File: src/rtl/tmds_pkg.sv
// Shared TMDS receive definitions: control tokens (shared with the encoder), receiver state, decoded character.
// Combinational only (no latency, no backpressure); tmds_decoder optionally builds stats under TMDS_DECODER_STATS_EN.
package tmds_pkg;

  localparam logic [9:0] CTRL_TOKEN_00 = 10'b1101010100;
  localparam logic [9:0] CTRL_TOKEN_01 = 10'b0010101011;
  localparam logic [9:0] CTRL_TOKEN_10 = 10'b0101010100;
  localparam logic [9:0] CTRL_TOKEN_11 = 10'b1010101011;

  typedef enum logic {
    HUNT   = 1'b0,
    LOCKED = 1'b1
  } state_e;

  typedef struct packed {
    logic       is_ctrl;
    logic [1:0] ctrl;
    logic [7:0] data;
  } char_t;

  function automatic logic is_ctrl_token(input logic [9:0] c);
    return (c == CTRL_TOKEN_00) || (c == CTRL_TOKEN_01) ||
           (c == CTRL_TOKEN_10) || (c == CTRL_TOKEN_11);
  endfunction

endpackage

File: src/rtl/tmds_char_decode.sv
// Decodes one aligned 10-bit TMDS character into a control value or a video byte.
// Purely combinational: zero latency, no backpressure.
module tmds_char_decode
  import tmds_pkg::*;
(
  input  logic [9:0] char_i,
  output char_t      dec_o
);

  logic [7:0] p;

  always_comb begin
    dec_o = '0;
    p     = char_i[9] ? ~char_i[7:0] : char_i[7:0];
    case (char_i)
      CTRL_TOKEN_00: begin dec_o.is_ctrl = 1'b1; dec_o.ctrl = 2'b00; end
      CTRL_TOKEN_01: begin dec_o.is_ctrl = 1'b1; dec_o.ctrl = 2'b01; end
      CTRL_TOKEN_10: begin dec_o.is_ctrl = 1'b1; dec_o.ctrl = 2'b10; end
      CTRL_TOKEN_11: begin dec_o.is_ctrl = 1'b1; dec_o.ctrl = 2'b11; end
      default: begin
        // char_i[8] selects XOR vs XNOR chaining used by the encoder
        dec_o.data[0] = p[0];
        for (int i = 1; i < 8; i++) begin
          dec_o.data[i] = char_i[8] ? (p[i] ^ p[i-1]) : ~(p[i] ^ p[i-1]);
        end
      end
    endcase
  end

endmodule

File: src/rtl/tmds_decoder.sv
// One TMDS channel receiver: locks character alignment on control tokens, decodes with 2-cycle latency, no backpressure.
// Define TMDS_DECODER_STATS_EN to build the saturating lock-loss counter on loss_count_out (tied to 0 otherwise).
module tmds_decoder
  import tmds_pkg::*;
#(
  parameter int LOCK_TOKENS = 16,
  parameter int MAX_GAP     = 2048
) (
  input  logic        clk_in,
  input  logic        rst_in,
  input  logic [9:0]  tmds_in,
  output logic [7:0]  data_out,
  output logic [1:0]  control_out,
  output logic        ve_out,
  output logic        locked_out,
  output logic [3:0]  offset_out,
  output logic [15:0] loss_count_out
);

  localparam int CNT_W = $clog2(LOCK_TOKENS + 1);
  localparam int GAP_W = $clog2(MAX_GAP);
  localparam logic [CNT_W-1:0] CNT_LOCK = CNT_W'(LOCK_TOKENS);
  localparam logic [GAP_W-1:0] GAP_LAST = GAP_W'(MAX_GAP - 2);

  logic [9:0]       prev_q;
  logic [19:0]      window_d, win_q;
  logic [9:0]       match_d, match_q;
  state_e           state_q;
  logic [3:0]       cand_q, offset_q;
  logic [CNT_W-1:0] cnt_q, cnt_inc;
  logic [GAP_W-1:0] gap_q;
  logic [7:0]       data_q;
  logic [1:0]       ctrl_q;
  logic             ve_q, locked_q;
  logic             hit_any, loss_now;
  logic [3:0]       hit_k, sel_off;
  logic [9:0]       sel_char;
  char_t            dec;

  assign window_d = {tmds_in, prev_q};

  always_comb begin
    match_d = '0;
    for (int k = 0; k < 10; k++) begin
      match_d[k] = is_ctrl_token(window_d[k +: 10]);
    end
  end

  // Stage 1; the window arriving on a lock-loss edge is dropped so hunting restarts clean
  always_ff @(posedge clk_in or posedge rst_in) begin
    if (rst_in) begin
      prev_q  <= '0;
      win_q   <= '0;
      match_q <= '0;
    end else begin
      prev_q  <= tmds_in;
      win_q   <= loss_now ? '0 : window_d;
      match_q <= loss_now ? '0 : match_d;
    end
  end

  always_comb begin
    hit_any = 1'b0;
    hit_k   = '0;
    for (int k = 9; k >= 0; k--) begin
      if (match_q[k]) begin
        hit_any = 1'b1;
        hit_k   = 4'(k);
      end
    end
  end

  assign cnt_inc  = (hit_k == cand_q) ? cnt_q + 1'b1 : CNT_W'(1);
  assign loss_now = (state_q == LOCKED) && !match_q[offset_q] && (gap_q == GAP_LAST);
  // On the locking edge the new offset is hit_k, so decode from it directly
  assign sel_off  = (state_q == LOCKED) ? offset_q : hit_k;
  assign sel_char = 10'(win_q >> sel_off);

  tmds_char_decode u_char_decode (
    .char_i (sel_char),
    .dec_o  (dec)
  );

  always_ff @(posedge clk_in or posedge rst_in) begin
    if (rst_in) begin
      state_q  <= HUNT;
      cand_q   <= '0;
      offset_q <= '0;
      cnt_q    <= '0;
      gap_q    <= '0;
      data_q   <= '0;
      ctrl_q   <= '0;
      ve_q     <= 1'b0;
      locked_q <= 1'b0;
    end else begin
      case (state_q)
        HUNT: begin
          data_q <= '0;
          ctrl_q <= '0;
          ve_q   <= 1'b0;
          if (hit_any) begin
            cand_q   <= hit_k;
            offset_q <= hit_k;
            cnt_q    <= cnt_inc;
            if (cnt_inc == CNT_LOCK) begin
              state_q  <= LOCKED;
              locked_q <= 1'b1;
              gap_q    <= '0;
              ctrl_q   <= dec.ctrl;
            end
          end else begin
            cnt_q <= '0;
          end
        end
        LOCKED: begin
          if (loss_now) begin
            state_q  <= HUNT;
            locked_q <= 1'b0;
            cnt_q    <= '0;
            gap_q    <= '0;
            data_q   <= '0;
            ctrl_q   <= '0;
            ve_q     <= 1'b0;
          end else begin
            gap_q <= match_q[offset_q] ? '0 : gap_q + 1'b1;
            if (dec.is_ctrl) begin
              ve_q   <= 1'b0;
              ctrl_q <= dec.ctrl;
              data_q <= '0;
            end else begin
              ve_q   <= 1'b1;
              data_q <= dec.data;
            end
          end
        end
        default: state_q <= HUNT;
      endcase
    end
  end

`ifdef TMDS_DECODER_STATS_EN
  logic [15:0] loss_q;

  always_ff @(posedge clk_in or posedge rst_in) begin
    if (rst_in) begin
      loss_q <= '0;
    end else if (loss_now && (loss_q != 16'hFFFF)) begin
      loss_q <= loss_q + 16'd1;
    end
  end

  assign loss_count_out = loss_q;
`else
  assign loss_count_out = 16'h0000;
`endif

  assign data_out    = data_q;
  assign control_out = ctrl_q;
  assign ve_out      = ve_q;
  assign locked_out  = locked_q;
  assign offset_out  = offset_q;

endmodule

File: config.mk
export PLATFORM = sky130hd
export DESIGN_NAME = tmds_decoder
export DESIGN_NICKNAME = d
export VERILOG_FILES = /design/src/rtl/tmds_pkg.sv /design/src/rtl/tmds_char_decode.sv /design/src/rtl/tmds_decoder.sv
export SDC_FILE = /design/constraint.sdc
export NUM_CORES = 1
export LEC_CHECK = 0
export ABC_AREA = 1
export ABC_CLOCK_PERIOD_IN_PS = 5000
export CORE_UTILIZATION = 40
export DETAILED_ROUTE_END_ITERATION = 10
export GPL_TIMING_DRIVEN = 0
export HOLD_SLACK_MARGIN = 0.15
export PLACE_DENSITY_LB_ADDON = 0.12
export SLEW_MARGIN = 20
export SYNTH_ARGS = -nofsm -noshare
export SYNTH_HDL_FRONTEND = slang
export SYNTH_SLANG_ARGS = --single-unit
File: constraint.sdc
create_clock -name clk_in -period 5 [get_ports clk_in]
set_input_delay 0.75 -clock clk_in [delete_from_list [all_inputs] [get_ports clk_in]]
set_output_delay 0.75 -clock clk_in [all_outputs]
set_load 0.01 [all_outputs]
# After elaboration in Yosys (flattened, before gate mapping)
# Index checks and enable logic that the tools add are counted.
# op_classes
bitwise_logic	16
n_lt_le_gt_ge	1
add_sub_neg	2
n_mux	63
n_eq_ne	51
n_shift	1
reduce_logical	37
# ops
op	n
10-bit == test (second input constant)	22
10-bit by 8-bit == test with 1-bit output (second input constant)	11
10-bit by 9-bit == test with 1-bit output (second input constant)	11
11-bit two-way mux	4
4-bit two-way mux	11
8-bit two-way mux	4
1-bit logical OR	30
1-bit two-way mux	26
11-bit case mux with 2 select lines	1
20-bit two-way mux	1
20-bit by 4-bit right shift with 10-bit output	1
8-bit case mux with 2 select lines	1
5-bit two-way mux	3
3-bit case mux with 4 select lines	1
11-bit by 1-bit adder with 11-bit output (second input constant)	1
11-bit == test (second input constant)	1
10-bit two-way mux	1
5-bit case mux with 2 select lines	1
2-bit two-way mux	4
1-bit NOT	8
8-bit NOT	1
1-bit XOR	7
1-bit case mux with 2 select lines	3
5-bit by 1-bit adder with 5-bit output (second input constant)	1
other kinds (13)	16
# totals
elab_cells	182
input_bits	12
out_inout_bits	32
regBits	73

# Depth between registers and ports, before layout
# Gate-level depths: netlist (run 1).
# depth
word_depth	21
ltp_mapped	28
depth_no_buf	27

# By module
# Synthesis (run 1) repeated with hierarchy kept, for this count alone.
# hier_totals
hier_cells	690
area_unflattened_um2	4865.9
# modules_own_cells
module	cells_each	area_per_inst_um2	instances
tmds_decoder	627	4476.8	1
tmds_char_decode	63	389.1	1

# Worst setup path after synthesis (run 1)
# No wires, ideal clock.
# synth_timing
path_kind	register -> register
startpoint	register match_q[8]
endpoint	register data_q[0] (netlist: data_out[0])
path_stages_with_launch	27
setup_ns	0.116
setup_slack_ns	2.521
path_buffers	2
t_arrival_ns	2.363
required_ns	4.884
path_cell_list	dfrtp_1 > inv_1 > nand2_1 > nand2_1 > nand2_1 > nand2_1 > nand2_1 > nand2_1 > nand2_1 > nand2_2 > nand3_4 > buf_6 > buf_6 > nand3_1 > nand3_1 > nand3_1 > nand3_1 > and2_1 > inv_1 > ha_1 > nand2_1 > nor2_1 > nand2_4 > nand2_4 > nor2_8 > inv_4 > nor2_2
# synth_via
elab_chain_cells	17
# synth_rtl
element	line	source
start, declared	tmds_decoder.sv:27	logic [9:0] match_d, match_q;
start signal, assigned	tmds_decoder.sv:58	match_q <= loss_now ? '0 : match_d;
4-bit two-way mux (9 in a row)	tmds_decoder.sv:66	if (match_q[k]) begin
4-bit two-way mux	tmds_decoder.sv:76	assign sel_off = (state_q == LOCKED) ? offset_q : hit_k;
20-bit by 4-bit right shift with 10-bit output	tmds_decoder.sv:77	assign sel_char = 10'(win_q >> sel_off);
10-bit == test (tied with other cells)	tmds_char_decode.sv:15	case (char_i)
4-bit OR reduction (no line) or 8-bit two-way mux (tied branches)	--	
8-bit two-way mux	tmds_char_decode.sv:15	
8-bit two-way mux	tmds_decoder.sv:126	if (dec.is_ctrl) begin
8-bit two-way mux *	tmds_decoder.sv:116	if (loss_now) begin
8-bit case mux with 2 select lines *	tmds_decoder.sv:96	case (state_q)
end signal, assigned	tmds_decoder.sv:132	data_q <= dec.data;
end, declared	tmds_decoder.sv:32	logic [7:0] data_q;
# Every way passes the cells marked *; elsewhere a longest branch is shown, timed or not. The select of a mux whose other input is x is not followed.
# A chain may end at the register's enable or synchronous reset.

# Final worst setup path (run 1)
# layout_timing
startpoint	register match_q[7]
endpoint	register data_q[0] (netlist: data_out[0])
# layout_via
elab_chain_cells	16
# layout_rtl
element	line
4-bit two-way mux (8 in a row)	tmds_decoder.sv:66
4-bit two-way mux	tmds_decoder.sv:76
20-bit by 4-bit right shift with 10-bit output	tmds_decoder.sv:77
10-bit == test (tied with other cells)	tmds_char_decode.sv:15
4-bit OR reduction (no line) or 8-bit two-way mux (tied branches)	--
8-bit two-way mux	tmds_char_decode.sv:15
8-bit two-way mux	tmds_decoder.sv:126
8-bit two-way mux *	tmds_decoder.sv:116
8-bit case mux with 2 select lines *	tmds_decoder.sv:96
# Marked as above.

==> results.tsv, run 1 <==
metric	value	unit
antenna_left	0	
syn2layout_area_growth	17.4	%
clkLatencyLatePin	340	ps
fin_util	48.4	%
synth_xor_area_share	2.64	%
clk_pin_slew	60	ps
syn_area	4970	sq um
crit_path_end_kind	register	
p_int	1.14	mW
placed_area	5530	sq um
cts-root-buf	clkbuf_16	
status	complete, no violations	
synth_top_area_share	36.7	%
finalNonFillerCells	880	
ys_ff_latch	73	
start_kind	register	
diodes	0	
ys_seq_area_share	36.7	%
syn_area_per_cell	7.62	sq um
power_frac_clock	39.6	%
finalCriticalPeriod	2870	ps
fillers	1193	
fin_area	5840	sq um
synthArstFlopShare	100	%
place_inst	864	
combPwrFrac	22.4	%
cts_hold_buf	0	
max-slew-margin-rel	62.7	%
arrival	3100	ps
die_area	12900	sq um
p_sw_share	31.3	%
wirelength	11400	microns
powerDensity	285	nW/um^2
cap_violations	0	
synth_ff_type	dfrtp_1	
tritoncts	built	
die_h	114	microns
grt_max_degree	41	
ys_warn_count	0	
synthAdderAreaFrac	2.77	%
synth_cells	653	
cts.sinks	73	
crit_path_max_fanout	10	
die_w	114	microns
cts_resized	0	
ir_drop	222	uV
critPathKind	reg2reg	
required	5230	ps
rsz0062_at_grt	false	
r2r_slack	2130	ps
slew_viol_final	0	
drive_gt1_share	17.4	%
multi_input_area	2530	sq um
grt_pass1_vias	4078	
routabilityCongestion	0.907	
drc	0	
max_freq	348	MHz
synthMuxAreaShare	0	%
hpwl	9000	microns
yosysTopAreaCell	dfrtp_1	
synthSimpleGateAreaFrac	36.1	%
ios	44	
whs	477	ps
drt_iter0_markers	163	
synth_compound_area_share	8.05	%
grtUsageTotal	19.3	%
power_switching	0.522	mW
synth_top_family_by_area	simple AND/OR/NAND/NOR gates	
power_frac_seq	38.0	%
pre_cts_ws	2150	ps
synthTopCellsByArea	dfrtp_1, nand2_1, nand3_1, inv_1, ha_1	
placementRows	40	
viasPerCell	4.83	
synth-edff-count	0	
grt_pass1_wl	19600	microns
hold_viol	0	
cts_buffers	9	
setup_viol	0	
wl_per_cell	13.0	microns
antenna_found_initial	0	
period_share	57.4	%
fin_tns_setup	0	ps
cts_buffer_depth	2	
design_power_total	1.67	mW
io_buffers	27	
cts_max_level	3	
seqCellArea	1830	sq um
ys_types	50	
min_path_type	reg2reg	
post_cts_buffers	0	
vias	4251	
first_pass_iters	5	
nets	730	
overflow	0	
start_util	41.2	%
core	12100	sq um
worst_slack	2130	ps
leakage	2.98	nW
finClkSkew	8.94	ps
tightest_slew	552	ps
## kinds of logic after synthesis
group,count (synthesis)
XOR/XNOR,15
buffers and inverters,146
adder cells (fa/ha/maj),11
flip-flops,73
other,1
AO/OA/AOI/OAI,60
AND/OR/NAND/NOR,347
## flip-flops by register name, summed over array words and instances, names as in the netlist
| register | cells |
|---|---|
| win_q | 20 |
| locked_out | 1 |
| prev_q | 10 |
| cnt_q | 5 |
| data_out | 8 |
| control_out | 2 |
| gap_q | 11 |
| match_q | 10 |
| ve_out | 1 |
| state_q | 1 |
| offset_out | 4 |
## critical path: stages, from the launching register on
cell and delay, ps:
dfrtp_1 400, inv_1 80, nand2_1 70, nor3_2 200, or2_4 180, nor2_2 40, a21oi_2 290, buf_2 290
nor2_1 100, nand4_1 80, nand3_1 70, and2_1 170, inv_1 60, ha_1 130, nand2_1 50, nor2_1 180
nand2_4 80, nand2_4 80, nor2_8 50, inv_4 100, nor2_2 40
## cell usage after synthesis (2+ instances only)
master	count
nand2_1	151
inv_1	99
nand3_1	91
dfrtp_1	73
nor2_1	27
o21ai_0	19
buf_4	17
nand2_2	15
inv_2	13
nor3_1	13
a21oi_1	12
nand3_2	12
ha_1	11
xor2_1	10
nand4_1	8
nor2_2	7
o22ai_1	7
buf_2	6
nand2_4	6
o41ai_1	6
xnor2_1	5
buf_6	3
inv_4	3
nand3_4	3
o21ai_1	3
o31ai_1	3
a21boi_2	2
clkbuf_1	2
nand4_4	2
nor2_4	2
nor4_1	2
o21ai_4	2
## metal layers
| layer | GRT usage (%) | share of wire [%] | vias to the layer above |
|---|---|---|---|
| met2 | 33.0 | 48 | 136 |
| met5 | 0 | 0 | - |
| met4 | 7.81 | 2.1 | 0 |
| met1 | 24.0 | 46 | 1927 |
| li1 | - | - | 2169 |
| met3 | 3.67 | 4.4 | 19 |
## power by group through the flow
stage / logic, mW / clock network, mW / registers (mW)
after global routing: 0.420 / 0.710 / 0.635
after floorplan: 0.290 / 0 / 0.638
final: 0.373 / 0.661 / 0.632
after global placement: 0.368 / 0 / 0.643
after CTS: 0.375 / 0.684 / 0.632
after detailed placement: 0.374 / 0 / 0.643
## path summary, 6_finish.rpt
path / from / endpoint / depth (start not counted)
worst min register to register: control_out[1] / control_out[1] / 2
worst min-delay path: control_out[1] / control_out[1] / 2
max in group asynchronous: rst_in / cnt_q[4] / 3
worst max-delay path: match_q[7] / data_out[0] / 20
worst max register to register: match_q[7] / data_out[0] / 20
min in group asynchronous: rst_in / prev_q[2] / 2
## placed cells by master (no fill, tap or decap), drive strengths merged, types with 7 or more instances in the layout
cell	count
a21oi	13
buf	29
clkbuf	11
clkdlybuf4s50	27
conb	16
dfrtp	73
ha	11
inv	117
nand2	173
nand3	106
nand4	10
nor2	37
nor3	14
o21ai	25
o22ai	7
xor2	10
## layout make-up
| class | count | share of cell area, % |
|---|---|---|
| clock buffers | 9 | 3.86 |
| multi-input cells | 449 | 43.3 |
| clock inverters | 7 | 1.35 |
| repair buffers | 28 | 4.97 |
| plain buffers | 30 | 4.01 |
| inverters | 116 | 7.65 |
| well taps | 168 | 3.60 |
| flip-flops and latches | 73 | 31.3 |
Power figures use the tool's default switching activity.
==> run 2, diff against run 1 <==
Settings changed: ABC_CLOCK_PERIOD_IN_PS 5000 to 2700.
Clock period 5 ns to 2.7 ns, I/O delays scaled along.
==> results.tsv, run 2 (synthesis results as in run 1) <==
metric	value	unit
status	finished with violations	
failed_checks	negative setup slack	
io_buffers	27	
final_common_cell	nand2_1	
tritoncts	built	
min_path_type	in2async	
nets	768	
wl_per_cell	13.5	microns
antenna_found_initial	0	
core	12100	sq um
die_w	114	microns
die_area	12900	sq um
placementRows	40	
vias	4470	
critPathKind	reg2reg	
worstRegToRegCells	27	
max_freq	360	MHz
design_power_total	3.30	mW
grt_pass1_wl	21000	microns
first_pass_iters	4	
r2r_end	data_out[5]	
worst_slack	-74.4	ps
max-slew-margin-rel	61.7	%
syn2layout_area_growth	29.6	%
rsz0062_at_grt	true	
ir_drop	410	uV
drt_iter0_markers	227	
required	2930	ps
r2r_slack	-70	ps
viasPerCell	4.87	
final_cell_mix	nand2_1, inv_1, nand3_1, dfrtp_1, buf_4	
start_kind	register	
leakage	3.24	nW
hpwl	9000	microns
clk_pin_slew	60	ps
top_register	win_q	
ios	44	
wirelength	12400	microns
cts_buffer_depth	2	
cts_max_level	3	
period_share	103	%
largest_reg_flops	20	
cts-root-buf	clkbuf_16	
antenna_left	0	
slew_viol_final	0	
crit_path_max_fanout	6	
tightest_slew	567	ps
cap_violations	0	
cts.sinks	73	
overflow	0	
grt_max_degree	41	
grt_pass1_vias	4422	
drc	0	
powerDensity	512	nW/um^2
cts_buffers	9	
finalCriticalPeriod	2770	ps
whs	421	ps
routabilityCongestion	0.907	
drive_gt1_share	28.8	%
start_util	41.2	%
finClkSkew	7.20	ps
hold_viol	0	
setup_viol	10	
clkLatencyLatePin	340	ps
diodes	0	
timing.rr.start	match_q[8]	
grtUsageTotal	20.7	%
die_h	114	microns
crit_path_end_kind	register	
arrival	3000	ps
top_regs	win_q x20, gap_q x11	
## run 2: repair_timing
action                     CTS  global route
pin swaps                   34            19
setup endpoints to repair   11            22
setup buffers               30             6
gates cloned                 2             0
resized for setup           51            31
hold buffers                 0             0
## run 2: per-stage QoR
| step | std cells | util (%) | TNS (ps) | area [sq um] | setup slack [ps] |
|---|---|---|---|---|---|
| 2_1_floorplan | 668 | - | 0 | 5030 | 221 |
| 3_3_place_gp | 863 | 45.7 | -60220 | 5510 | -811 |
| 3_5_place_dp | 864 | 45.9 | -1300 | 5530 | -150 |
| 4_1_cts | 912 | 52.2 | -3.12 | 6290 | -2.01 |
| 5_1_grt | 918 | 53.4 | -2910 | 6450 | -285 |
| 6_report | 918 | 53.4 | -594 | 6450 | -74.4 |
## run 2: worst max-delay path by stage
| stage | from | endpoint | slack (ps) | cells after the start |
|---|---|---|---|---|
| 3_5_place_dp | match_q[7] | data_out[0] | -150 | 20 |
| 2_1_floorplan | match_q[8] | data_out[0] | 220 | 26 |
| 5_1_grt | match_q[8] | data_out[7] | -290 | 25 |
| 3_3_place_gp | rst_in | cnt_q[4] | -810 | 2 |
| 4_1_cts | match_q[8] | data_out[2] | -2 | 28 |
| 6_report | match_q[8] | data_out[5] | -70 | 27 |
## run 2: report_power, final
part | leakage, nW | internal (mW) | switching, mW
Combinational | 2.16 | 0.382 | 0.518
Clock | 0.144 | 0.725 | 0.502
Sequential | 0.936 | 1.13 | 0.0422
## run 2: final cells by class
| class | count | area, sq um |
|---|---|---|
| fillers | 1128 | 5620 |
| multi-input cells | 449 | 2810 |
| flip-flops and latches | 73 | 1830 |
| repair buffers | 66 | 604 |
| inverters | 116 | 452 |
| plain buffers | 30 | 240 |
| clock buffers | 9 | 225 |
| well taps | 168 | 210 |
| clock inverters | 7 | 78.8 |
## run 2: per-layer routing
layer,track usage (%),part of all wire [%],up-vias
met2,36.2,50,133
met3,3.72,4.1,23
li1,-,-,2244
met5,0,0,-
met1,24.8,44,2070
met4,9.47,2.5,0
## run 2: worst max-delay path, cell delays in order (launching register included)
cell and delay, ps:
dfrtp_1 400, inv_1 80, nand2_1 50, nand2_1 60, nand2_1 60, nand2_1 60, nand2_1 50, nand2_1 60
nand2_1 60, nand2_2 90, nand3_4 100, nand2_4 100, buf_12 140, buf_6 110, nand2_4 50, nand2_2 60
nand2_2 60, nand2_2 50, nand2_1 60, nand3_2 80, nand3_4 90, inv_2 80, ha_4 110, nand4_1 150
nor2_4 230, nor2_8 90, inv_8 100, nor2_2 30
==> run 3, diff against run 2 <==
Settings changed: TNS_END_PERCENT from default to 20.
==> results.tsv, run 3 (synthesis results as in run 1) <==
metric	value	unit
grt_pass1_wl	21000	microns
path_common_cell	nand2_1	
wirelength	12400	microns
clk_pin_slew	60	ps
power_switching	1.06	mW
tightest_slew	567	ps
max_freq	361	MHz
start_util	41.2	%
die_w	114	microns
powerDensity	512	nW/um^2
antenna_found_initial	0	
failed_checks	negative setup slack	
finalNonFillerCells	918	
placementRows	40	
fin_area	6450	sq um
r2r_end	data_out[5]	
crit_path_end_kind	register	
largest_reg_flops	20	
routabilityCongestion	0.907	
finClkSkew	7.51	ps
cts_buffers	9	
hpwl	9000	microns
cts_buffer_depth	2	
rsz0062_at_grt	true	
p_sw_share	32.2	%
period_share	103	%
cts_hold_buf	0	
setup_viol	10	
wl_per_cell	13.5	microns
max-slew-margin-rel	61.7	%
min_path_type	in2async	
die_area	12900	sq um
slew_viol_final	0	
worst_slack	-73.3	ps
core	12100	sq um
ios	44	
top_regs	win_q x20, gap_q x11	
cap_violations	0	
fin_tns_setup	-587	ps
power_frac_clock	37.2	%
leakage	3.24	nW
power_frac_seq	35.5	%
start_kind	register	
timing.rr.start	match_q[8]	
drive_gt1_share	28.8	%
diodes	0	
die_h	114	microns
crit_slowest_cell	dfrtp_1	
finalCriticalPeriod	2770	ps
required	2930	ps
tritoncts	built	
critPathBufInv	5	
overflow	0	
slowest_delay	400	ps
critPathKind	reg2reg	
syn2layout_area_growth	29.6	%
final_common_cell	nand2_1	
crit_family	simple AND/OR/NAND/NOR gates	
arrival	3000	ps
clkLatencyLatePin	340	ps
final_cell_mix	nand2_1, inv_1, nand3_1, dfrtp_1, buf_4	
cts_max_level	3	
p_int	2.24	mW
viasPerCell	4.85	
worstRegToRegCells	27	
cp.depth	27	
grt_pass1_vias	4422	
combPwrFrac	27.3	%
whs	421	ps
io_buffers	27	
vias	4450	
crit_path_max_fanout	6	
place_inst	864	
r2r_slack	-70	ps
drc	0	
status	finished with violations	
antenna_left	0	
design_power_total	3.30	mW
grtUsageTotal	20.7	%
top_register	win_q	
fin_util	53.4	%
pre_cts_ws	-150	ps
hold_viol	0	
nets	768	
drt_iter0_markers	217	
ir_drop	410	uV
placed_area	5530	sq um
grt_max_degree	41	
cts.sinks	73	
cts-root-buf	clkbuf_16	
first_pass_iters	5	
==> run 3: cell counts in the layout (fill, tap and decap cells not counted) <==
Identical to the previous run, type by type.
==> run 3: metal layers <==
layer,routed length (microns),vias to the layer above,global-route usage (%)
met5,0,-,0
met4,283,0,9.47
met3,487,21,3.72
met2,6220,126,36.2
met1,5430,2058,24.8
li1,-,2245,-
==> run 3: worst max-delay path by stage <==
stage	start	endpoint	slack, ps
floorplan	match_q[8]	data_out[0]	220
global placement	rst_in	cnt_q[4]	-810
detailed placement	match_q[7]	data_out[0]	-150
CTS	match_q[8]	data_out[2]	-2
global route	match_q[8]	data_out[7]	-290
finish	match_q[8]	data_out[5]	-70
==> run 3: cell type report <==
cell class | count | area, sq um
repair buffers | 66 | 604
plain buffers | 30 | 240
multi-input cells | 449 | 2810
inverters | 116 | 452
well taps | 168 | 210
clock inverters | 7 | 78.8
fillers | 1128 | 5620
flip-flops and latches | 73 | 1830
clock buffers | 9 | 225
==> run 3: power groups by stage <==
stage	Combinational (mW)	Sequential, mW	Clock, mW
after detailed placement	0.693	1.19	0
after floorplan	0.537	1.18	0
after global routing	0.987	1.18	1.31
after global placement	0.682	1.19	0
after CTS	0.839	1.17	1.27
final	0.900	1.17	1.23
==> run 3: timing repair <==
item                                    in CTS  in global routing
cloned                                       2                  0
buffers inserted                            30                  6
endpoints found under the setup margin      11                 22
pin swaps                                   34                 19
resized for setup                           51                 31
endpoints found under the hold margin        0                  0
